--- src/rtl/uart_arb_pkg.sv ---
// Shared types and helpers for the uarttx arbiter: FSM state encoding,
// timer width and index-width helper.
package uart_arb_pkg;

    typedef enum logic [1:0] {
        IDLE,
        START,
        WAIT_BUSY,
        WAIT_DONE
    } arb_state_t;

    localparam int unsigned BUSY_TIMEOUT_DEF = 16;
    localparam int unsigned TMR_W            = $clog2(BUSY_TIMEOUT_DEF);

    // Width of an index into n items; never narrower than one bit.
    function automatic int unsigned idx_w(input int unsigned n);
        return (n > 1) ? $clog2(n) : 1;
    endfunction

endpackage

--- src/rtl/uart_arb_select.sv ---
// Combinational winner select: round robin from last+1 by default,
// lowest asserted index when UART_ARB_FIXED_PRIO_EN is defined.
module uart_arb_select
    import uart_arb_pkg::*;
#(
    parameter int unsigned NUM_REQ = 2
) (
    input  logic [NUM_REQ-1:0]        req,
    input  logic [idx_w(NUM_REQ)-1:0] last,
    output logic [idx_w(NUM_REQ)-1:0] winner,
    output logic                      valid
);

    localparam int unsigned IW = idx_w(NUM_REQ);

`ifdef UART_ARB_FIXED_PRIO_EN
    always_comb begin
        winner = '0;
        valid  = 1'b0;
        for (int unsigned i = 0; i < NUM_REQ; i++) begin
            if (!valid && req[IW'(i)]) begin
                winner = IW'(i);
                valid  = 1'b1;
            end
        end
    end
`else
    always_comb begin
        logic [IW-1:0] idx;
        idx    = '0;
        winner = '0;
        valid  = 1'b0;
        // Scan last+1, last+2, ... wrapping, so the last winner is checked last.
        for (int unsigned i = 1; i <= NUM_REQ; i++) begin
            idx = IW'((32'(last) + i) % NUM_REQ);
            if (!valid && req[idx]) begin
                winner = idx;
                valid  = 1'b1;
            end
        end
    end
`endif

endmodule

--- src/rtl/uart_tx_arbiter.sv ---
// Shares one uarttx transmitter between NUM_REQ byte sources.
// Define UART_ARB_FIXED_PRIO_EN for fixed priority (lowest index wins).
module uart_tx_arbiter
    import uart_arb_pkg::*;
#(
    parameter int unsigned NUM_REQ      = 2,
    parameter int unsigned WIDTH        = 8,
    parameter int unsigned BUSY_TIMEOUT = 16
) (
    input  logic                       clk,
    input  logic                       rstn,
    input  logic [NUM_REQ-1:0]         req,
    input  logic [NUM_REQ*WIDTH-1:0]   req_data,
    output logic [NUM_REQ-1:0]         ack,
    output logic [NUM_REQ-1:0]         done,
    output logic [$clog2(NUM_REQ)-1:0] grant_id,
    output logic                       busy,
    output logic                       timeout_err,
    output logic                       tx_start,
    output logic [WIDTH-1:0]           tx_byte,
    input  logic                       tx_ready
);

    localparam int unsigned   IW       = idx_w(NUM_REQ);
    localparam int unsigned   TW       = idx_w(BUSY_TIMEOUT);
    localparam logic [TW-1:0] TMO_LAST = TW'(BUSY_TIMEOUT - 1);

    arb_state_t    state;
    logic [TW-1:0] timer;
    logic [IW-1:0] last;
    logic [IW-1:0] sel_winner;
    logic          sel_valid;
    logic          xfer_end;

    uart_arb_select #(
        .NUM_REQ (NUM_REQ)
    ) u_select (
        .req    (req),
        .last   (last),
        .winner (sel_winner),
        .valid  (sel_valid)
    );

    // Transfer finishes on tx_ready rising after busy, or on busy never appearing.
    assign xfer_end = tx_ready &&
                      ((state == WAIT_DONE) || (state == WAIT_BUSY && timer == TMO_LAST));

`ifdef UART_ARB_FIXED_PRIO_EN
    assign last = IW'(NUM_REQ - 1);
`else
    always_ff @(posedge clk) begin
        if (!rstn) begin
            last <= IW'(NUM_REQ - 1);
        end else if (xfer_end) begin
            last <= grant_id;
        end
    end
`endif

    always_ff @(posedge clk) begin
        if (!rstn) begin
            state       <= IDLE;
            timer       <= '0;
            ack         <= '0;
            done        <= '0;
            tx_start    <= 1'b0;
            tx_byte     <= '0;
            grant_id    <= '0;
            busy        <= 1'b0;
            timeout_err <= 1'b0;
        end else begin
            ack      <= '0;
            done     <= '0;
            tx_start <= 1'b0;
            unique case (state)
                IDLE: begin
                    if (tx_ready && sel_valid) begin
                        tx_byte  <= req_data[32'(sel_winner)*WIDTH +: WIDTH];
                        grant_id <= sel_winner;
                        ack      <= NUM_REQ'(1) << sel_winner;
                        tx_start <= 1'b1;
                        busy     <= 1'b1;
                        state    <= START;
                    end
                end
                START: begin
                    timer <= '0;
                    state <= WAIT_BUSY;
                end
                WAIT_BUSY: begin
                    if (!tx_ready) begin
                        state <= WAIT_DONE;
                    end else if (xfer_end) begin
                        done        <= NUM_REQ'(1) << grant_id;
                        timeout_err <= 1'b1;
                        busy        <= 1'b0;
                        state       <= IDLE;
                    end else begin
                        timer <= timer + 1'b1;
                    end
                end
                WAIT_DONE: begin
                    if (xfer_end) begin
                        done  <= NUM_REQ'(1) << grant_id;
                        busy  <= 1'b0;
                        state <= IDLE;
                    end
                end
                default: state <= IDLE;
            endcase
        end
    end

endmodule

--- config.mk ---
export PLATFORM = sky130hd
export DESIGN_NAME = uart_tx_arbiter
export DESIGN_NICKNAME = d
export VERILOG_FILES = /design/src/rtl/uart_arb_pkg.sv /design/src/rtl/uart_arb_select.sv /design/src/rtl/uart_tx_arbiter.sv
export SDC_FILE = /design/constraint.sdc
export NUM_CORES = 1
export LEC_CHECK = 0
export BUFFER_PORTS_ARGS = -buffer_cell sky130_fd_sc_hd__buf_2
export CAP_MARGIN = 30
export CORE_MARGIN = 2
export CORE_UTILIZATION = 40
export DETAILED_ROUTE_END_ITERATION = 8
export PLACE_DENSITY = 0.7
export SYNTH_ARGS = -nofsm -noshare
export SYNTH_HDL_FRONTEND = slang
export SYNTH_SLANG_ARGS = --single-unit
export TNS_END_PERCENT = 30
--- constraint.sdc ---
create_clock -name clk -period 1.35 [get_ports clk]
set_clock_uncertainty 0.2 [all_clocks]
set_input_delay 0.27 -clock clk [delete_from_list [all_inputs] [get_ports clk]]
set_output_delay 0.27 -clock clk [all_outputs]
set_load 0.01 [all_outputs]
==> impl_results.md, run 1 <==
- Via/cell ratio: 5.37
- Diode count: 0
- Nature of the critical path endpoint: flip-flop
- Synth unique cells: 35
- Clock Sinks: 23
- Cell Int Power: 996 uW
- Grt total ovfl: 0
- Overall routed net length: 2750 um
- Die W: 53.4 um
- Flop pwr share: 53.8%
- Required time worst endpoint: 1.36 ns
- Vias in the first global route: 930
- Antenna viol nets, final: 0
- Startpoint Class: flip-flop
- CTS Hold Buffers Added: 0
- Largest stage delay, worst path: 0.39 ns
- H-Tree Depth: 1
- Critical path type: reg2reg
- Clk slew on worst S/H paths: 0.13 ns
- Core Area: 2250 um^2
- Die area: 2850 um^2
- Initial DRC Count: 15
- Bufs and invs on worst path: 2
- Reg-to-reg startpoint: state[0]
- Clock share of power: 23.8%
- P_sw: 397 uW
- Placed Area: 1290 um^2
- Final Net Count: 180
- Worst-margin pin slew: 0.276 ns
- CP Cell Sequence: buf_12, buf_4, o41ai_2, a21oi_2
- Tmin final: 1.41 ns
- Endpoints failing hold: 0
- Instance count on the critical path: 4
- Crit path from: state[0]
- Height of the chip: 53.4 um
- Dpl hpwl: 1770 um
- Max-cap viol count: 0
- Initial Util: 43.2%
- Multi-input gate area: 577 um^2
- DR DRC count: 0
- TritonCTS Buffers: 3
- Seq/Total Area, Yosys: 47.2%
- Total track usage: 20.3%
- Delay-heaviest family, CP: compound AO/OA/AOI/OAI gates
- Layout fillers: 193
- Vias: 993
- Slowest-stage cell, CP: dfxtp_4
- # rows: 17
- Worst setup margin: -0.0554 ns
- #FFs+latches synth: 23
- FF+latch area: 473 um^2
- Mapped Cells: 101
- PortBufs: 36
- Area grow syn2layout: 51.5%
- Design area: 1480 um^2
- # IOs: 37
- Status: finished, violations left
- Clock Tree Root: clkbuf_4
- First-pass iteration count of the detailed router: 4
- GP Congestion: 0.799
- Arr. time, crit path: 1.42 ns
- Tcrit/Tclk final: 104%
- CTS tree: done
- Max Fclk: 712 MHz
- RSZ-0062 raised after global routing: yes
- Antenna violations before repair: 0
- Largest net degree at the start of global routing: 13
- Sw Ratio: 28.5%
- Pre-CTS setup slack: -0.120 ns
- Layout cells sized above 1: 55.4%
- Worst Setup EP: timer[3]
- Final Non-Filler Cells: 185
- Worst R2R End: timer[3]
- Register-to-register setup slack: -0.06 ns
- R2R cell count: 4
- CP Max Fanout: 5
- First-pass GRT wire length: 4190 um
- Gate power share: 22.5%
- Violated checks: setup timing
- Syn Nets: 123
- Avg WL per Cell: 14.9 um
- Final setup viols: 8
- PwrDens: 943 nW/um^2
- Later-pin clock latency in the skew report: 0.31 ns
- Mapped Area: 975 um^2
- Clock Path Buffers: 2
- Worst Hold Class: in2reg
- Peak supply drop: 0.612 mV
- Slew Limit Fails: 0
- Slew HR: 81.4%
- Cell Count Post-Placement: 175
- P_leak: 0.649 nW
- Syn avg cell area: 9.65 um^2
- Syn. warnings: 0
[cells by family after synthesis]
| family | count (synthesis) | synth area share, % |
|---|---|---|
| AND/OR/NAND/NOR | 28 | 17.3 |
| buffers and inverters | 8 | 4.11 |
| multiplexers | 8 | 8.22 |
| adder cells (fa/ha/maj) | 1 | 1.28 |
| AO/OA/AOI/OAI | 33 | 21.8 |
| flip-flops | 23 | 47.2 |
[stage by stage]
stage / utilization [%] / TNS (ns) / hold slack, ns / power (mW)
floorplan: - / -0.0922 / 0.188 / 0.898
global placement: 57.4 / -0.367 / 0.233 / 1.00
detailed placement: 57.4 / -0.972 / 0.250 / 1.01
CTS: 62.0 / -0.151 / 0.0829 / 1.35
global route: 65.5 / -0.807 / 0.0858 / 1.46
finish: 65.5 / -0.164 / 0.0803 / 1.39
[what timing repair did]
action / CTS / global route
buffers inserted: 3 / 1
gates cloned: 0 / 2
pin swaps: 3 / 5
setup endpoints to repair: 17 / 19
resized for setup: 10 / 17
[worst min path at each step]
stage                   to  depth (start not counted)  slack, ns        start
2_1_floorplan     state[0]                          1       0.19         rstn
3_3_place_gp          busy                          2       0.23         busy
3_5_place_dp   timeout_err                          2       0.25  timeout_err
4_1_cts         tx_byte[4]                          3       0.08  req_data[4]
5_1_grt         tx_byte[3]                          3       0.09  req_data[3]
6_report        tx_byte[2]                          3       0.08  req_data[2]
[cell usage after synthesis]
cell type	number	area share, %
and3_1	2	1.3
o21ai_1	2	1.0
nor2b_1	2	1.3
dfxtp_1	23	47
ha_1	1	1.3
a21boi_1	1	0.77
nor3b_2	1	1.3
and2_1	2	1.3
inv_2	1	0.38
clkbuf_1	2	0.77
o21ai_0	1	0.51
nand3_1	5	2.6
nor4_1	1	0.64
nand2b_1	2	1.3
a21oi_1	14	7.2
inv_1	1	0.38
buf_2	2	1.0
o21a_1	1	0.77
or3b_1	1	0.90
a21bo_1	1	1.0
buf_4	2	1.5
mux2i_1	8	8.2
a31oi_1	1	0.64
a32oi_1	1	0.90
o21ba_1	1	1.0
or2_1	1	0.64
o41ai_1	1	0.90
o311ai_1	1	0.90
nor2_1	4	1.5
and3b_1	1	0.90
nor4bb_1	1	1.0
a211oi_1	8	6.2
nand2_1	3	1.2
nor3_1	1	0.51
and4b_1	1	1.0
[registers in the layout, summed over array words and instances (netlist names)]
signal,flops
tx_byte,8
timer,4
ack,2
done,2
state,2
busy,1
grant_id,1
last,1
timeout_err,1
tx_start,1
[layout make-up]
type / instances / share of cell area, %
inverters: 2 / 0.508
repair buffers: 57 / 24.2
clock buffers: 4 / 1.78
flip-flops and latches: 23 / 32.0
multi-input cells: 71 / 39.1
well taps: 28 / 2.37
[layout by cell type (no fill, tap or decap), types with 2 or more instances in the layout]
| cell | instances |
|---|---|
| a211oi_1 | 6 |
| a211oi_2 | 2 |
| a21oi_1 | 11 |
| a21oi_2 | 3 |
| buf_2 | 36 |
| buf_4 | 18 |
| buf_6 | 2 |
| clkbuf_4 | 3 |
| dfxtp_1 | 17 |
| dfxtp_2 | 4 |
| dfxtp_4 | 2 |
| mux2i_1 | 7 |
| nand2_1 | 3 |
| nand2b_1 | 2 |
| nand3_1 | 5 |
| nor2_1 | 3 |
| o21ai_1 | 2 |
[routing by layer]
metal	wire length (um)	vias up	track usage, %
met5	0	-	0
met4	0	0	4.70
met3	98	0	3.67
met2	1450	24	36.4
met1	1200	483	24.7
li1	-	486	-
[worst register-to-register path, delay by kind of cell, from the launching register on]
kind	cells	cell delay [ns]
DFF	1	0.39
buffers and inverters	2	0.26
AOI/OAI and AO/OA	2	0.45
[power by group through the flow]
stage	sequential, mW	clock (mW)	combinational [mW]
after floorplan	0.773	0	0.126
after global placement	0.759	0	0.244
after detailed placement	0.761	0	0.252
after CTS	0.747	0.326	0.274
after global routing	0.754	0.366	0.338
final	0.749	0.331	0.313
No activity file was read; power rests on OpenSTA's default activity.
==> run 2: changes to the inputs <==
--- a/config.mk
+++ b/config.mk
@@ -8,9 +8,10 @@
 export BUFFER_PORTS_ARGS = -buffer_cell sky130_fd_sc_hd__buf_2
 export CAP_MARGIN = 30
 export CORE_MARGIN = 2
-export CORE_UTILIZATION = 40
+export CORE_UTILIZATION = 45
+export CTS_BUF_LIST = sky130_fd_sc_hd__clkbuf_8
 export DETAILED_ROUTE_END_ITERATION = 8
-export PLACE_DENSITY = 0.7
+export PLACE_DENSITY = 0.77
 export SYNTH_ARGS = -nofsm -noshare
 export SYNTH_HDL_FRONTEND = slang
 export SYNTH_SLANG_ARGS = --single-unit
==> run 2 against run 1 <==
Effect of this change:
- the flow still finishes with violations (setup timing)
- count of clock-buffer cells in the layout is 1 lower
- final cell count is 2.7% lower
- total power is 6.5% higher
- register-to-register slack worse by 0.02 ns
- clock power is 27% higher
- sequential power hardly changed
- critical path type unchanged
==> impl_results.md, run 2 (synthesized netlist as in run 1, its figures left out) <==
- Status: finished, violations left
- Violated checks: setup timing
- Later-pin clock latency in the skew report: 0.26 ns (-0.05 ns)
- First-pass iteration count of the detailed router: 4 (unchanged)
- Vias in the first global route: 976 (+4.9%)
- CTS tree: done
- Die area: 2550 um^2 (-10%)
- FF+latch area: 475 um^2 (+0.53%)
- Largest net degree at the start of global routing: 13 (unchanged)
- Commonest non-fill, non-tap cell in the layout: buf_2
- Tcrit/Tclk final: 106% (+1.5 points)
- Clock Tree Root: clkbuf_8
- Slew Limit Fails: 0 (unchanged)
- Register-to-register setup slack: -0.08 ns (-0.02 ns)
- Final Net Count: 176 (-2.2%)
- Max-cap viol count: 0 (unchanged)
- Peak supply drop: 0.608 mV (-0.59%)
- TritonCTS Buffers: 3 (unchanged)
- Worst Setup EP: timer[3]
- Die W: 50.5 um (-5.3%)
- Largest Register: tx_byte
- Diode count: 0 (unchanged)
- Required time worst endpoint: 1.35 ns (about the same)
- Max Fclk: 701 MHz (-1.5%)
- GRT Max-Usage Layer: met2
- Clk slew on worst S/H paths: 0.08 ns (-0.05 ns)
- Final Non-Filler Cells: 180 (-2.7%)
- Delay-heaviest family, CP: simple AND/OR/NAND/NOR gates
- Height of the chip: 50.5 um (-5.3%)
- Multi-input gate area: 627 um^2 (+8.7%)
- Tmin final: 1.43 ns (+0.0209 ns)
- Max reg flops: 8 (unchanged)
- Slowest-stage cell, CP: or3b_1
- Clock Path Buffers: 2 (unchanged)
- RSZ-0062 raised after global routing: yes
- Endpoints failing hold: 0 (unchanged)
- Avg WL per Cell: 15.4 um (+3.4%)
- Worst R2R End: timer[3]
- Instance count on the critical path: 3 (-1)
- PortBufs: 36 (unchanged)
- Met1 capacity usage during global routing: 24.9% (+0.21 points)
- Startpoint Class: flip-flop
- Layout fillers: 133 (-31%)
- Nature of the critical path endpoint: flip-flop
- Vias: 980 (-1.3%)
- # rows: 16 (-1)
- Initial Util: 48.7% (+5.5 points)
- Most frequent cells in the layout: buf_2 (37), dfxtp_1 (15), buf_4 (15), a21oi_1 (11)
- Core Area: 2000 um^2 (-11%)
- Final setup viols: 8 (unchanged)
- # IOs: 37 (unchanged)
- Clock Sinks: 23 (unchanged)
- P_leak: 0.646 nW (-0.47%)
- Critical path type: reg2reg
- Dpl hpwl: 1720 um (-2.9%)
- Antenna violations before repair: 0 (unchanged)
- Layout cells sized above 1: 58.2% (+2.8 points)
- Largest stage delay, worst path: 0.39 ns (about the same)
- Cell Count Post-Placement: 173 (-1.1%)
- Routing usage on met3: 2.98% (-0.70 points)
- DR DRC count: 0 (unchanged)
- Bufs and invs on worst path: 0 (-2)
- GP Congestion: 0.801 (+0.20%)
- R2R cell count: 3 (-1)
- CP Cell Sequence: and3b_2, or3b_1, a21oi_2
- Slew HR: 79.6% (-1.8 points)
- Crit path from: state[0]
- Largest registers: tx_byte: 8 flops, timer: 4 flops
- Grt total ovfl: 0 (unchanged)
- Antenna viol nets, final: 0 (unchanged)
- Worst setup margin: -0.0763 ns (-0.0209 ns)
- Overall routed net length: 2760 um (+0.58%)
- Reg-to-reg startpoint: state[0]
- First-pass GRT wire length: 4220 um (+0.81%)
- Via/cell ratio: 5.44 (+1.4%)
- Initial DRC Count: 10 (-5)
- Arr. time, crit path: 1.43 ns (about the same)
- Total track usage: 21.8% (+1.5 points)
- CP Max Fanout: 6 (+1)
- Area grow syn2layout: 54.8%
- H-Tree Depth: 1 (unchanged)
- Worst-margin pin slew: 0.303 ns (+0.0267 ns)
- Worst Hold Class: in2reg
- Hold slack: 0.141 ns (+0.0607 ns)
- Met2 Use GR: 39.7% (+3.3 points)
- PwrDens: 983 nW/um^2 (+4.2%)
## run 2: final cells by class
cell class / count / area share [%]
repair buffers: 54 / 21.2
well taps: 27 / 2.24
clock inverters: 1 / 0.249
multi-input cells: 70 / 41.5
flip-flops and latches: 23 / 31.5
inverters: 2 / 0.498
clock buffers: 3 / 2.74
## run 2: worst min path at each step
stage,start,to,slack [ns],cells after the start
floorplan,rstn,state[0],0.19,1
global placement,busy,busy,0.23,2
detailed placement,busy,busy,0.25,2
CTS,req_data[4],tx_byte[4],0.15,3
global route,req_data[7],tx_byte[7],0.17,3
finish,req_data[4],tx_byte[4],0.14,3
## run 2: routing by layer
layer | vias to the layer above | routed length (um)
met3 | 8 | 146
met2 | 41 | 1420
met4 | 0 | 83
li1 | 479 | -
met1 | 452 | 1120
met5 | - | 0
## run 2: per-stage QoR
step	util, %	power (mW)	setup TNS [ns]	setup slack, ns	cell area, um^2
finish	75.4	1.48	-0.177	-0.0763	1510
global route	75.4	1.55	-1.50	-0.146	1510
CTS	69.1	1.44	-0.0403	-0.0238	1380
detailed placement	64.3	1.02	-0.956	-0.117	1290
global placement	64.3	1.01	-0.358	-0.0604	1290
floorplan	-	0.898	-0.0922	-0.0242	996
## run 2: repair_timing
item / CTS / global route
resized for setup: 10 / 26
setup buffers: 1 / 1
hold buffers: 0 / 0
pin swaps: 4 / 18
cloned: 0 / 1
endpoints found under the setup margin: 14 / 18
## run 2: power breakdown
group | total, mW | internal [mW] | switching [mW]
Sequential | 0.752 | 0.719 | 0.0327
Clock | 0.419 | 0.203 | 0.215
Combinational | 0.313 | 0.155 | 0.157
Total | 1.48 | 1.08 | 0.406
## run 2: worst reg2reg max path, cell delays in order, from the launching register on
cell and delay (ns):
dfxtp_4 0.38, and3b_2 0.24, or3b_1 0.39, a21oi_2 0.15
